===== src/rtl/cla_alu_pkg.sv =====
// cla_alu_pkg -- shared constants for the 16-bit carry-lookahead ALU.
//   WIDTH      : datapath width
//   GROUP_W    : width of one first-level lookahead slice
//   NUM_GROUPS : number of slices that make up the datapath
//   op_e       : operation select encodings used on the op port
package cla_alu_pkg;

  localparam int WIDTH      = 16;
  localparam int GROUP_W    = 4;
  localparam int NUM_GROUPS = WIDTH / GROUP_W;

  typedef enum logic [2:0] {
    OP_AND = 3'b000,
    OP_OR  = 3'b001,
    OP_ADD = 3'b010,
    OP_SUB = 3'b110,
    OP_SLT = 3'b111
  } op_e;

endpackage


===== src/rtl/cla_block4.sv =====
// cla_block4 -- 4-bit carry-lookahead slice.
//   a, b  : 4-bit operand slices (b already inverted by the caller for subtract)
//   cin   : carry into bit 0 of the slice
//   sum   : 4-bit sum
//   p_grp : group propagate (carry-in passes through the whole slice)
//   g_grp : group generate (slice produces a carry-out on its own)
// Internal carries are full lookahead expressions of cin, so no bit waits
// on a neighbouring sum bit.
module cla_block4 (
  input  logic [3:0] a,
  input  logic [3:0] b,
  input  logic       cin,
  output logic [3:0] sum,
  output logic       p_grp,
  output logic       g_grp
);

  logic [3:0] p;
  logic [3:0] g;
  logic       c1;
  logic       c2;
  logic       c3;

  assign p = a ^ b;
  assign g = a & b;

  assign c1 = g[0] | (p[0] & cin);
  assign c2 = g[1] | (p[1] & g[0]) | (p[1] & p[0] & cin);
  assign c3 = g[2] | (p[2] & g[1]) | (p[2] & p[1] & g[0])
            | (p[2] & p[1] & p[0] & cin);

  assign sum = p ^ {c3, c2, c1, cin};

  assign p_grp = &p;
  assign g_grp = g[3] | (p[3] & g[2]) | (p[3] & p[2] & g[1])
               | (p[3] & p[2] & p[1] & g[0]);

endmodule


===== src/rtl/cla_adde16b.sv =====
// cla_adde16b -- 16-bit ALU built on a two-level carry-lookahead adder,
// with all outputs registered (one cycle latency, no handshake).
//   clk      : clock, rising edge
//   rst      : synchronous active-high reset
//   a, b     : two's-complement operands
//   op       : operation select (AND, OR, ADD, SUB, SLT; others give 0)
//   r        : registered result
//   c_out    : registered carry out of bit 15 (ADD/SUB only)
//   overflow : registered signed overflow (ADD/SUB only)
//   zero     : registered flag, set when r is 0
module cla_adde16b
  import cla_alu_pkg::*;
(
  input  logic             clk,
  input  logic             rst,
  input  logic [WIDTH-1:0] a,
  input  logic [WIDTH-1:0] b,
  input  logic [2:0]       op,
  output logic [WIDTH-1:0] r,
  output logic             c_out,
  output logic             overflow,
  output logic             zero
);

  // Shared adder: SUB and SLT both compute a + ~b + 1.
  logic                  sub_mode;
  logic [WIDTH-1:0]      b_eff;
  logic [WIDTH-1:0]      sum;
  logic [NUM_GROUPS-1:0] p_grp;
  logic [NUM_GROUPS-1:0] g_grp;
  logic [NUM_GROUPS-1:0] grp_cin;
  logic                  cin0;
  logic                  carry16;
  logic                  adder_ovf;
  logic                  slt;

  assign sub_mode = (op == OP_SUB) || (op == OP_SLT);
  assign b_eff    = sub_mode ? ~b : b;
  assign cin0     = sub_mode;

  // Second-level lookahead: every group carry is a flat function of the
  // group P/G terms and cin0.
  assign grp_cin[0] = cin0;
  assign grp_cin[1] = g_grp[0] | (p_grp[0] & cin0);
  assign grp_cin[2] = g_grp[1] | (p_grp[1] & g_grp[0])
                    | (p_grp[1] & p_grp[0] & cin0);
  assign grp_cin[3] = g_grp[2] | (p_grp[2] & g_grp[1])
                    | (p_grp[2] & p_grp[1] & g_grp[0])
                    | (p_grp[2] & p_grp[1] & p_grp[0] & cin0);
  assign carry16    = g_grp[3] | (p_grp[3] & g_grp[2])
                    | (p_grp[3] & p_grp[2] & g_grp[1])
                    | (p_grp[3] & p_grp[2] & p_grp[1] & g_grp[0])
                    | (p_grp[3] & p_grp[2] & p_grp[1] & p_grp[0] & cin0);

  genvar gi;
  generate
    for (gi = 0; gi < NUM_GROUPS; gi++) begin : g_slice
      cla_block4 u_blk (
        .a     (a[gi*GROUP_W +: GROUP_W]),
        .b     (b_eff[gi*GROUP_W +: GROUP_W]),
        .cin   (grp_cin[gi]),
        .sum   (sum[gi*GROUP_W +: GROUP_W]),
        .p_grp (p_grp[gi]),
        .g_grp (g_grp[gi])
      );
    end
  endgenerate

  // Using b_eff makes one expression cover both ADD (signs equal) and
  // SUB (signs differ) overflow.
  assign adder_ovf = (a[WIDTH-1] == b_eff[WIDTH-1]) && (sum[WIDTH-1] != a[WIDTH-1]);

  // Signed less-than from the subtraction: sign of the difference,
  // corrected when the difference overflowed.
  assign slt = sum[WIDTH-1] ^ adder_ovf;

  logic [WIDTH-1:0] r_d;
  logic [WIDTH-1:0] r_q;
  logic             c_out_d;
  logic             c_out_q;
  logic             overflow_d;
  logic             overflow_q;
  logic             zero_d;
  logic             zero_q;

  always_comb begin
    r_d        = '0;
    c_out_d    = 1'b0;
    overflow_d = 1'b0;
    case (op)
      OP_AND: r_d = a & b;
      OP_OR:  r_d = a | b;
      OP_ADD, OP_SUB: begin
        r_d        = sum;
        c_out_d    = carry16;
        overflow_d = adder_ovf;
      end
      OP_SLT: r_d = {{(WIDTH-1){1'b0}}, slt};
      default: r_d = '0;
    endcase
    zero_d = (r_d == '0);
  end

  always_ff @(posedge clk) begin
    if (rst) begin
      r_q        <= '0;
      c_out_q    <= 1'b0;
      overflow_q <= 1'b0;
      zero_q     <= 1'b1;
    end else begin
      r_q        <= r_d;
      c_out_q    <= c_out_d;
      overflow_q <= overflow_d;
      zero_q     <= zero_d;
    end
  end

  assign r        = r_q;
  assign c_out    = c_out_q;
  assign overflow = overflow_q;
  assign zero     = zero_q;

endmodule


===== config.mk =====
export PLATFORM = sky130hd
export DESIGN_NAME = cla_adde16b
export DESIGN_NICKNAME = d
export VERILOG_FILES = /design/src/rtl/cla_alu_pkg.sv /design/src/rtl/cla_block4.sv /design/src/rtl/cla_adde16b.sv
export SDC_FILE = /design/constraint.sdc
export NUM_CORES = 1
export LEC_CHECK = 0
export ABC_AREA = 1
export BUFFER_PORTS_ARGS = -buffer_cell sky130_fd_sc_hd__buf_4
export CAP_MARGIN = 20
export CORE_ASPECT_RATIO = 0.5
export CORE_MARGIN = 2
export CORE_UTILIZATION = 48
export DETAILED_ROUTE_END_ITERATION = 10
export HOLD_SLACK_MARGIN = 0.08
export PLACE_DENSITY = 0.77
export SLEW_MARGIN = 20
export SYNTH_ARGS = -nofsm -noshare
export SYNTH_HDL_FRONTEND = slang
export SYNTH_SLANG_ARGS = --single-unit

===== constraint.sdc =====
create_clock -name clk -period 3.36 [get_ports clk]
set_input_delay 0.168 -clock clk [delete_from_list [all_inputs] [get_ports clk]]
set_output_delay 0.168 -clock clk [all_outputs]
set_load 0.05 [all_outputs]

==> impl_results.md <==
* Status: complete, no violations
* Reported max-cap violation count at 0
* Overall power at 0.850 mW
* Total negative slack at 0 ps
* Root buffer cell: clkbuf_8
* Avg Inst Size Synth at 6.43 um^2
* GR Util met1 at 0.332
* Area grow syn2layout at 26.7%
* Vias in the first global route at 2004
* Synth Register Bits at 19
* Final Hold Viols at 0
* Global routing usage on met2 at 0.374
* Gpl congestion at 0.899
* Initial antenna violation count at 0
* Final Cell Area at 2510 um^2
* Max Transition Viols Final at 0
* Post-Syn Area at 1980 um^2
* Commonest non-fill, non-tap cell in the layout: nand2_1
* Mapped Cells at 308
* DRC at 0
* Placed cell area at 2450 um^2
* Clock Sinks at 19
* Initial Util at 0.504
* Core region area at 3920 um^2
* Synth Flop Type: dfxtp_1
* Io pins at 56
* Antenna cells at 0
* Number of synthesized flops with an enable pin at 0
* CP required at 3570 ps
* Setup WS post-layout at 419 ps
* Slowest-stage cell, CP: fa_1
* WS Path Type: primary input to register
* Unique cell type count in the Yosys netlist at 33
* Post-detailed-route count of antenna-violating nets at 0
* Max VDD drop at 0.174 mV
* RSZ-0062 raised after global routing: no
* PortBufs at 55
* Period utilisation layout at 0.875
* Max incr delay on CP at 420 ps
* Critical Path AT at 3150 ps
* Top Usage Layer GRT: met2
* Wire per inst at 12.8 um
* DIE AREA at 4680 um^2
* Yosys warns at 0
* Row count at 16
* Post-synth net total at 366
* Max Fclk at 0.340 GHz
* Final setup fails at 0
* Met3 usage at 0.0634
* Most frequent cells in the layout: 81 x nand2_1, 57 x buf_4, 49 x inv_1
* Most used cell, CP: nor2_1
* Leak Pwr at 1.42 nW
* Crit. End Element: register
* Max-slew headroom at 0.490
* Critical-path maximum fanout at 18
* Placed Cells incl. Taps at 415
* Pwr Density at 339 nW/um^2
* GR Overflow Total at 0
* Final min period at 2940 ps
* Post-DP HPWL at 4300 um
* CTS Hold Bufs at 0
* Floorplan die height at 49.4 um
* Initial DRC count at 87
* TritonRoute pass-1 iters at 4
* CTS Buffer Depth at 2
* Total CTS buffers at 3
* First-pass GRT wire length at 8890 um
* Layout cells sized above 1 at 0.208
* Crit start category: primary input
* Total detailed-routing wirelength at 5370 um
* Asr flop ratio synth at 0
* Die width at 94.8 um
* Least-Margin Pin Slew at 762 ps
* H-tree depth reported by CTS at 1
* Worst-path cell chain: buf_4, nand2_8, xor2_1, inv_1, ha_1, nand2_1, nor2_1, and2_1, nand2_1, nand2_2, inv_1, fa_1, inv_1, nand2_1, nand3_1, nand3_1, nor2_1, nand3_1, nor2_1, nand4_1, nor2_1, a21oi_1, nor2_1
* Register area share after synthesis at 0.192
* Post-Place Setup Slack at 94.0 ps
* Largest net degree at the start of global routing at 19
* Clock transition at path regs at 80 ps
* # nets final at 424
* Total GRT Usage at 0.245
* Non-filler instance count after layout at 419
* CTS tree: built
* Filler cells at 359
* HP Class: primary input to register
* Vias at 2136
* Post-DR vias/cell at 5.10
cell type report:
| class | instances | area [um^2] | area share |
|---|---|---|---|
| Sequential cell | 19 | 380 | 0.152 |
| Tap cell | 54 | 67.6 | 0.0269 |
| Clock buffer | 3 | 41.3 | 0.0165 |
| Clock inverter | 1 | 5.00 | 0.00200 |
| Timing Repair Buffer | 57 | 428 | 0.171 |
| Inverter | 51 | 191 | 0.0763 |
| Multi-Input combinational cell | 234 | 1400 | 0.556 |
where the power goes:
part / internal [mW] / switching (mW) / leakage (nW) / total (mW)
combinational: 0.165 / 0.270 / 1.24 / 0.435
sequential: 0.241 / 0.00408 / 0.156 / 0.245
clock: 0.0827 / 0.0870 / 0.0255 / 0.170
total: 0.489 / 0.361 / 1.42 / 0.850
path summary, 6_finish.rpt:
check | cells after the start | from | slack, ps | to
worst max-delay path | 23 | op[1] | 420 | zero$_SDFF_PP1_
worst min-delay path | 2 | rst | 110 | r[15]$_SDFF_PP0_
layer usage:
layer | share of wire | up-vias
met3 | 0.082 | 8
met5 | 0 | -
met1 | 0.47 | 959
met4 | 0.016 | 0
li1 | - | 1103
met2 | 0.43 | 66
sequential cells by signal, indices dropped and copies added (netlist names):
name	count
c_out	1
overflow	1
r	16
zero	1
timing repair:
item / in CTS / in global routing
setup buffers: 0 / 0
resized for setup: 0 / 1
setup endpoints to repair: 0 / 1
cell usage after synthesis, drive strengths merged, types with 6 or more instances:
library cell / count / area (um^2)
nand2: 86 / 340
inv: 50 / 188
or2: 7 / 43.8
dfxtp: 19 / 380
ha: 18 / 225
nor2: 24 / 90.1
nand3: 30 / 160
xor2: 7 / 61.3
a21oi: 15 / 75.1
maj3: 6 / 60.1
nand4: 7 / 43.8
xnor2: 10 / 87.6
kinds of logic (layout without fill, tap and decap cells):
kind of cell | Yosys count | after routing | synth area share
and+or+nand+nor | 162 | 162 | 0.369
adders and majority gates | 27 | 27 | 0.174
buffers and inverters | 55 | 112 | 0.107
xor gates and xnor gates | 17 | 17 | 0.0752
AOI/OAI and AO/OA | 28 | 28 | 0.0815
DFF | 19 | 19 | 0.192
worst max-delay path, delay by kind of cell:
| kind | cells | cell delay, ps |
|---|---|---|
| xor+xnor | 1 | 250 |
| compound gates | 1 | 70 |
| simple gates | 15 | 1610 |
| buf+inv | 4 | 340 |
| fa+ha+maj | 2 | 710 |
through the flow:
step / utilization / hold slack [ps]
6_report: 0.639 / 111
4_1_cts: 0.637 / 111
2_1_floorplan: - / 237
3_3_place_gp: 0.625 / 385
5_1_grt: 0.639 / 120
3_5_place_dp: 0.625 / 388
(Power assumes the default switching activity.)
